## src/rtl/afilt_pkg.sv

```systemverilog
// Shared widths, state encoding and MAC helper for the audio filter blocks.
package afilt_pkg;

    localparam int DATA_W = 14;
    localparam int COEF_W = 14;
    localparam int N_TAPS = 4;
    localparam int ACC_W  = 30;
    localparam int FRAC   = 13;
    localparam int PROD_W = DATA_W + COEF_W;
    localparam int TAP_W  = $clog2(N_TAPS);

    typedef enum logic [1:0] {
        ST_IDLE = 2'd0,
        ST_MAC  = 2'd1,
        ST_OUT  = 2'd2
    } state_e;

    typedef logic signed [DATA_W-1:0] sample_t;
    typedef logic signed [COEF_W-1:0] coef_t;
    typedef logic signed [PROD_W-1:0] prod_t;
    typedef logic signed [ACC_W-1:0]  acc_t;

    function automatic acc_t mac_term(input sample_t x, input coef_t c);
        prod_t p;
        p = x * c;
        return acc_t'(p);
    endfunction

endpackage

```

## src/rtl/fir_sat.sv

```systemverilog
// Q-format rescale of the accumulator: floor shift by FRAC, clamp to sample range.
module fir_sat
    import afilt_pkg::*;
(
    input  logic signed [ACC_W-1:0]  acc_i,
    output logic signed [DATA_W-1:0] sat_o
);

    localparam int SH_W = ACC_W - FRAC;

    logic signed [SH_W-1:0] sh;
    logic                   pos_ovf;
    logic                   neg_ovf;

    // Dropping the low FRAC bits of a two's-complement value is a floor divide.
    assign sh      = acc_i[ACC_W-1:FRAC];
    assign pos_ovf = !sh[SH_W-1] && (|sh[SH_W-2:DATA_W-1]);
    assign neg_ovf =  sh[SH_W-1] && !(&sh[SH_W-2:DATA_W-1]);

    always_comb begin
        sat_o = sh[DATA_W-1:0];
        if (pos_ovf) begin
            sat_o = {1'b0, {(DATA_W-1){1'b1}}};
        end else if (neg_ovf) begin
            sat_o = {1'b1, {(DATA_W-1){1'b0}}};
        end
    end

endmodule

```

## src/rtl/fir_mac4.sv

```systemverilog
// 4-tap FIR with one shared multiplier, one tap per cycle, 6-cycle sample period.
module fir_mac4
    import afilt_pkg::*;
(
    input  logic                     clk,
    input  logic                     rstn,
    input  logic                     in_valid,
    input  logic signed [DATA_W-1:0] in_data,
    output logic                     in_ready,
    input  logic                     coef_wr,
    input  logic [TAP_W-1:0]         coef_addr,
    input  logic signed [COEF_W-1:0] coef_data,
    output logic                     out_valid,
    output logic signed [DATA_W-1:0] out_data
);

    state_e               state_q, state_d;
    sample_t              x_q [N_TAPS];
    sample_t              x_d [N_TAPS];
    coef_t                c_q [N_TAPS];
    coef_t                c_d [N_TAPS];
    acc_t                 acc_q, acc_d;
    logic [TAP_W-1:0]     tap_q, tap_d;
    sample_t              out_data_q, out_data_d;
    logic                 out_valid_q, out_valid_d;
    sample_t              sat_res;

    fir_sat u_sat (
        .acc_i (acc_q),
        .sat_o (sat_res)
    );

    always_comb begin
        state_d     = state_q;
        x_d         = x_q;
        c_d         = c_q;
        acc_d       = acc_q;
        tap_d       = tap_q;
        out_data_d  = out_data_q;
        out_valid_d = 1'b0;
        in_ready    = 1'b0;
        unique case (state_q)
            ST_IDLE: begin
                in_ready = 1'b1;
                // Write lands before MAC reads c, so a same-cycle sample sees it.
                if (coef_wr) begin
                    c_d[coef_addr] = coef_data;
                end
                if (in_valid) begin
                    for (int k = N_TAPS - 1; k > 0; k--) begin
                        x_d[k] = x_q[k-1];
                    end
                    x_d[0]  = in_data;
                    acc_d   = '0;
                    tap_d   = '0;
                    state_d = ST_MAC;
                end
            end
            ST_MAC: begin
                acc_d = acc_q + mac_term(x_q[tap_q], c_q[tap_q]);
                tap_d = tap_q + TAP_W'(1);
                if (tap_q == TAP_W'(N_TAPS - 1)) begin
                    state_d = ST_OUT;
                end
            end
            ST_OUT: begin
                out_data_d  = sat_res;
                out_valid_d = 1'b1;
                state_d     = ST_IDLE;
            end
            default: begin
                state_d = ST_IDLE;
            end
        endcase
    end

    always_ff @(posedge clk) begin
        if (!rstn) begin
            state_q     <= ST_IDLE;
            acc_q       <= '0;
            tap_q       <= '0;
            out_data_q  <= '0;
            out_valid_q <= 1'b0;
            for (int k = 0; k < N_TAPS; k++) begin
                x_q[k] <= '0;
                c_q[k] <= '0;
            end
        end else begin
            state_q     <= state_d;
            acc_q       <= acc_d;
            tap_q       <= tap_d;
            out_data_q  <= out_data_d;
            out_valid_q <= out_valid_d;
            x_q         <= x_d;
            c_q         <= c_d;
        end
    end

    assign out_valid = out_valid_q;
    assign out_data  = out_data_q;

endmodule

```

## config.mk

```make
export PLATFORM = sky130hd
export DESIGN_NAME = fir_mac4
export DESIGN_NICKNAME = d
export VERILOG_FILES = /design/src/rtl/afilt_pkg.sv /design/src/rtl/fir_sat.sv /design/src/rtl/fir_mac4.sv
export SDC_FILE = /design/constraint.sdc
export NUM_CORES = 1
export LEC_CHECK = 0
export BUFFER_PORTS_ARGS = -buffer_cell sky130_fd_sc_hd__buf_2
export CAP_MARGIN = 25
export CORE_MARGIN = 3
export CORE_UTILIZATION = 50
export DETAILED_ROUTE_END_ITERATION = 8
export MAX_ROUTING_LAYER = met4
export PLACE_DENSITY = 0.8
export SLEW_MARGIN = 20
export SYNTH_ARGS = -nofsm -noshare
export SYNTH_HDL_FRONTEND = slang
export SYNTH_HIERARCHICAL = 1
export SYNTH_SLANG_ARGS = --single-unit
```

## constraint.sdc

```tcl
create_clock -name clk -period 6.8 [get_ports clk]
set_clock_uncertainty 0.1 [all_clocks]
set_input_delay 0.68 -clock clk [delete_from_list [all_inputs] [get_ports clk]]
set_output_delay 0.68 -clock clk [all_outputs]
set_load 0.03 [all_outputs]
```

==> impl.org <==
** Status
- The run finished with clean final reports.

** Floorplanning
- The die covers 34,130 µm².
- Die span in y :: 184.8 µm
- Core Region :: 31,070 µm²
- Chip width :: 184.8 µm
- Effective utilization at floorplan :: 51.42%
- Number of placed I/O pins :: 50
- Cell Rows :: 64

** Timing
- After layout, the worst setup slack is 0.1048 ns.
- Relative slew slack :: 30.64%
- Number of setup violations in the final report :: 0
- Final hold analysis gives a worst-case slack of 0.3514 ns.
- Setup repair after global routing could not meet its margin everywhere.
- The final-report hold violation count came to 0.
- The final critical path takes up 98.46% of the cycle.
- Number of max-slew violations in the final report :: 0
- The smallest clock period supported by the final layout is computed as 6.695 ns.
- Maximum clock frequency :: 0.1494 GHz
- Setup TNS :: 0 ns
- For the pin with the worst max-slew slack, the measured transition is 1.040 ns.

** Pwr
- In this run switching power makes up 30.12% of total power.
- Share of power burned in registers :: 38.8%
- Lkg Pwr :: 8.310 nW
- Total power divided by cell area :: 145.9 nW/µm²
- Summed over all nets, the switching power comes to 780.6 µW.
- The worst-case IR drop observed on VDD is 0.2045 mV.
- The share of total power dissipated in the clock network is 37.4%.
- Summing internal, switching and leakage power gives 2.591 mW.
- Internal Dissipation :: 1.811 mW
- In this run, the combinational gates consume 23.8% of the power.

** Hold path
- Worst min-delay path category :: flip-flop to flip-flop
- The worst hold path was traced through 2 stages.
- The path with the worst hold slack has its endpoint at c_q[52].
- Start point of the worst hold path :: c_q[52]

** Final layout
- The number of antenna diodes in the final layout is 0.
- Number of fill cells in the layout :: 2,508
- Share of the core filled with cells in the final layout :: 57.16%
- Layout area overhead :: 11.16%
- Final std cells w/o fill :: 2,256
- Total non-filler cell area in the finished layout :: 17,760 µm²
- Of the cells placed in the final design, the portion with a size suffix greater than 1 is 13.28%.
- The final layout contains 2,216 nets.

** Logic synthesis
- Counting every instance in the synthesized netlist gives 1,808.
- Counting every net in the synthesized netlist gives 2,174.
- A synthesized cell averages 8.837 µm².
- Simple logic cell fraction of the synthesized area :: 16.89%
- After Yosys synthesis, XOR and XNOR cells account for 1.261% of the synthesized area.
- After synthesis, the share of cell area in mux cells is 4.190%.
- In this run, synthesis produced a sequential element count of 161.
- Dominant register cell in the synthesized netlist :: sky130_fd_sc_hd__dfxtp_1
- Number of distinct library cell variants in the gate-level netlist after synthesis :: 78
- For this run, asynchronously set or reset flops after synthesis account for 0%.
- Combinational family with the most area after synthesis :: adder cells
- In this run the cell area of the synthesized design comes to 15,980 µm².
- Summing the sequential cell areas from Yosys gives 20.17% of the chip area.
- Summing the areas of all compound-gate instances in the mapped netlist gives 9.782% of the synthesized area.
- Warning count from the yosys run :: 6
- Summing the areas of all fa, ha and maj instances in the mapped netlist gives 37.51% of the synthesized area.
- Counting flops with a built-in enable in the synthesized netlist gives 0.

** Clock tree
- CTS tree :: done
- The clock passes through at most 2 buffers.
- Hold buffer count at cts :: 0
- Clock latency on the worst-skew pair, taken at its later pin, is 0.43 ns.
- CTS placed an instance of sky130_fd_sc_hd__clkbuf_16 at the clock tree root.
- Sinks on the clock net :: 161
- After clock tree synthesis, the clock-pin slew on the worst setup and hold paths is 0.07 ns.
- The H-tree was split into 4 levels.
- TritonCTS Buffers :: 17

** Global route
- Number of global-route vias before repair :: 12.56k
- Total congestion overflow :: 0
- Pin count of the biggest net entering global routing :: 101
- Antenna violations before repair :: 0
- The first global-routing pass estimated 62.42 mm of wire.
- Global routing used 23.48% of the available tracks.

** Worst setup path
- Data arrival time of the critical path :: 6.91 ns
- The largest single stage delay on the critical path is 0.62 ns.
- The setup path with the least slack is of type flip-flop to flip-flop.
- At the worst endpoint, the required time is 7.02 ns.
- Slack of the worst reg-to-reg path :: 0.10 ns
- Nature of the critical path startpoint :: flip-flop
- The number of buffers and inverters on the critical path is 6.
- Critical path's slowest cell :: sky130_fd_sc_hd__mux4_2
- The critical path goes through buf_12 -> mux4_2 -> and2_4 -> buf_4 -> fa_1 -> inv_1 -> fa_1 -> inv_1 -> fa_1 -> fa_1 -> fa_1 -> inv_1 -> fa_1 -> inv_1 -> ha_4 -> and3_2 -> a21bo_2 -> o2111ai_4 -> nand2_2 -> o2111a_1 -> a211o_1.
- Count of cells along the worst register-to-register path :: 21
- Kind of end point of the critical path :: flip-flop
- The kind of cell with the highest combined delay along the critical path is adder cells.
- Of all nets on the critical path, the largest fanout is 7.
- Crit path top cell by count :: sky130_fd_sc_hd__fa_1
- In this run the critical register-to-register path is captured at acc_q[28].
- Beginning of the worst register-to-register path :: tap_q[0]

** Place
- Summed over all nets, the half-perimeter wirelength after detailed placement is 29.37 mm.
- Last weighted congestion value of the routability-driven placer :: 0.9641
- In this run the tool buffered the top-level ports with 49 buffer cells.
- OpenSTA, run right after detailed placement, puts the worst setup slack at 0.04365 ns.
- In this run the cell area measured after placement is 16,670 µm².
- The number of placed instances, taps included, is 2,207.

** Routing
- For this run, design rule violations remaining after detail routing come to 0.
- For this block, the routed nets add up to 39.14 mm of wire.
- Vias :: 12.50k
- For this block, the initial DRC count from the detailed router was 1,042.
- The first TritonRoute pass finished after 7 iterations.
- Wire length per cell :: 17.35 µm
- Vias per std cell :: 5.541
- The detail route stage leaves a number of antenna-violating nets equal to 0.

** Job
- Max capacitance violation total :: 0
## how the worst max path moves through the flow
stage                        start        end  slack (ns)  cells after the start
final                     tap_q[0]  acc_q[28]        0.10                     21
after global routing      tap_q[0]  acc_q[28]       -0.14                     23
after CTS                 tap_q[0]  acc_q[27]       0.005                     22
after detailed placement  tap_q[0]  acc_q[27]        0.04                     22
after global placement    tap_q[0]  acc_q[27]        0.13                     22
after floorplan           tap_q[0]  acc_q[27]       0.004                     23
## placed cells by master, fill, tap and decap left out, drive strengths merged, types with 10 or more instances in the layout
| cell | instances |
|---|---|
| nor4 | 14 |
| a21oi | 165 |
| a21o | 11 |
| dfxtp | 161 |
| nor2 | 32 |
| nand3 | 18 |
| xor2 | 12 |
| and2 | 97 |
| o21ai | 21 |
| o21a | 10 |
| nand2 | 378 |
| clkbuf | 22 |
| nor3 | 18 |
| ha | 87 |
| buf | 110 |
| a21boi | 18 |
| mux4 | 29 |
| fa | 245 |
| xnor2 | 11 |
| inv | 319 |
## final cells by class
type                    count  area (µm²)  area share [%]
well taps                 396       495.5           2.790
flip-flops and latches    161        3227           18.17
repair buffers            112       858.3           4.833
clock inverters             9       135.1          0.7609
inverters                 319        1200           6.756
clock buffers              20       456.7           2.572
multi-input cells        1239       11390           64.12
## kinds of logic (layout without fill, tap and decap cells)
group | after synthesis | after routing
multiplexers | 33 | 35
buffers and inverters | 410 | 460
flip-flops | 161 | 161
XOR/XNOR | 23 | 23
adder cells (fa/ha/maj) | 332 | 332
AND/OR/NAND/NOR | 594 | 594
AO/OA/AOI/OAI | 255 | 255
## tightest hold or removal path, delay by kind of cell, from the launching register on
family	cells	cell delay, ns
AOI/OAI and AO/OA	1	0.05
and+or+nand+nor	1	0.05
DFF	1	0.31
## metal layers
metal | track usage (%) | wire, µm | vias to the layer above
li1 | - | - | 5726
met1 | 31.15 | 16260 | 6172
met2 | 37.47 | 18670 | 511
met3 | 4.401 | 3231 | 91
met4 | 6.152 | 979 | 0
met5 | - | 0 | -
## power groups by stage
stage | Clock [mW] | Combinational, mW | Sequential, mW
final | 0.969 | 0.617 | 1.01
after global routing | 1.02 | 0.680 | 1.01
after CTS | 0.973 | 0.565 | 1.00
after detailed placement | 0 | 0.554 | 1.02
after global placement | 0 | 0.542 | 1.02
after floorplan | 0 | 0.408 | 1.01
## sequential cells by signal, summed over array words and instances, names as in the netlist
name / cells
x_q: 56
tap_q: 2
c_q: 56
out_valid: 1
state_q: 2
acc_q: 30
out_data: 14
## synthesized netlist by cell type (all sizes together), types with 14 or more instances
cell,n,area share (%)
nand3,18,0.63
fa,245,31
clkbuf,60,1.5
a21boi,18,0.89
ha,87,6.8
and2,97,3.8
nand2,378,8.9
buf,31,1.2
inv,318,7.5
nor2,32,0.77
dfxtp,161,20
nor4,14,0.55
nor3,18,0.56
mux4,27,3.8
o21ai,21,0.75
a21oi,165,5.3
## repair_timing
action                                 4_1_cts  5_1_grt
endpoints found under the hold margin        0        0
setup endpoints to repair                    0       15
setup buffers                                0       14
resized for setup                            0       60
(Power assumes the default switching activity.)
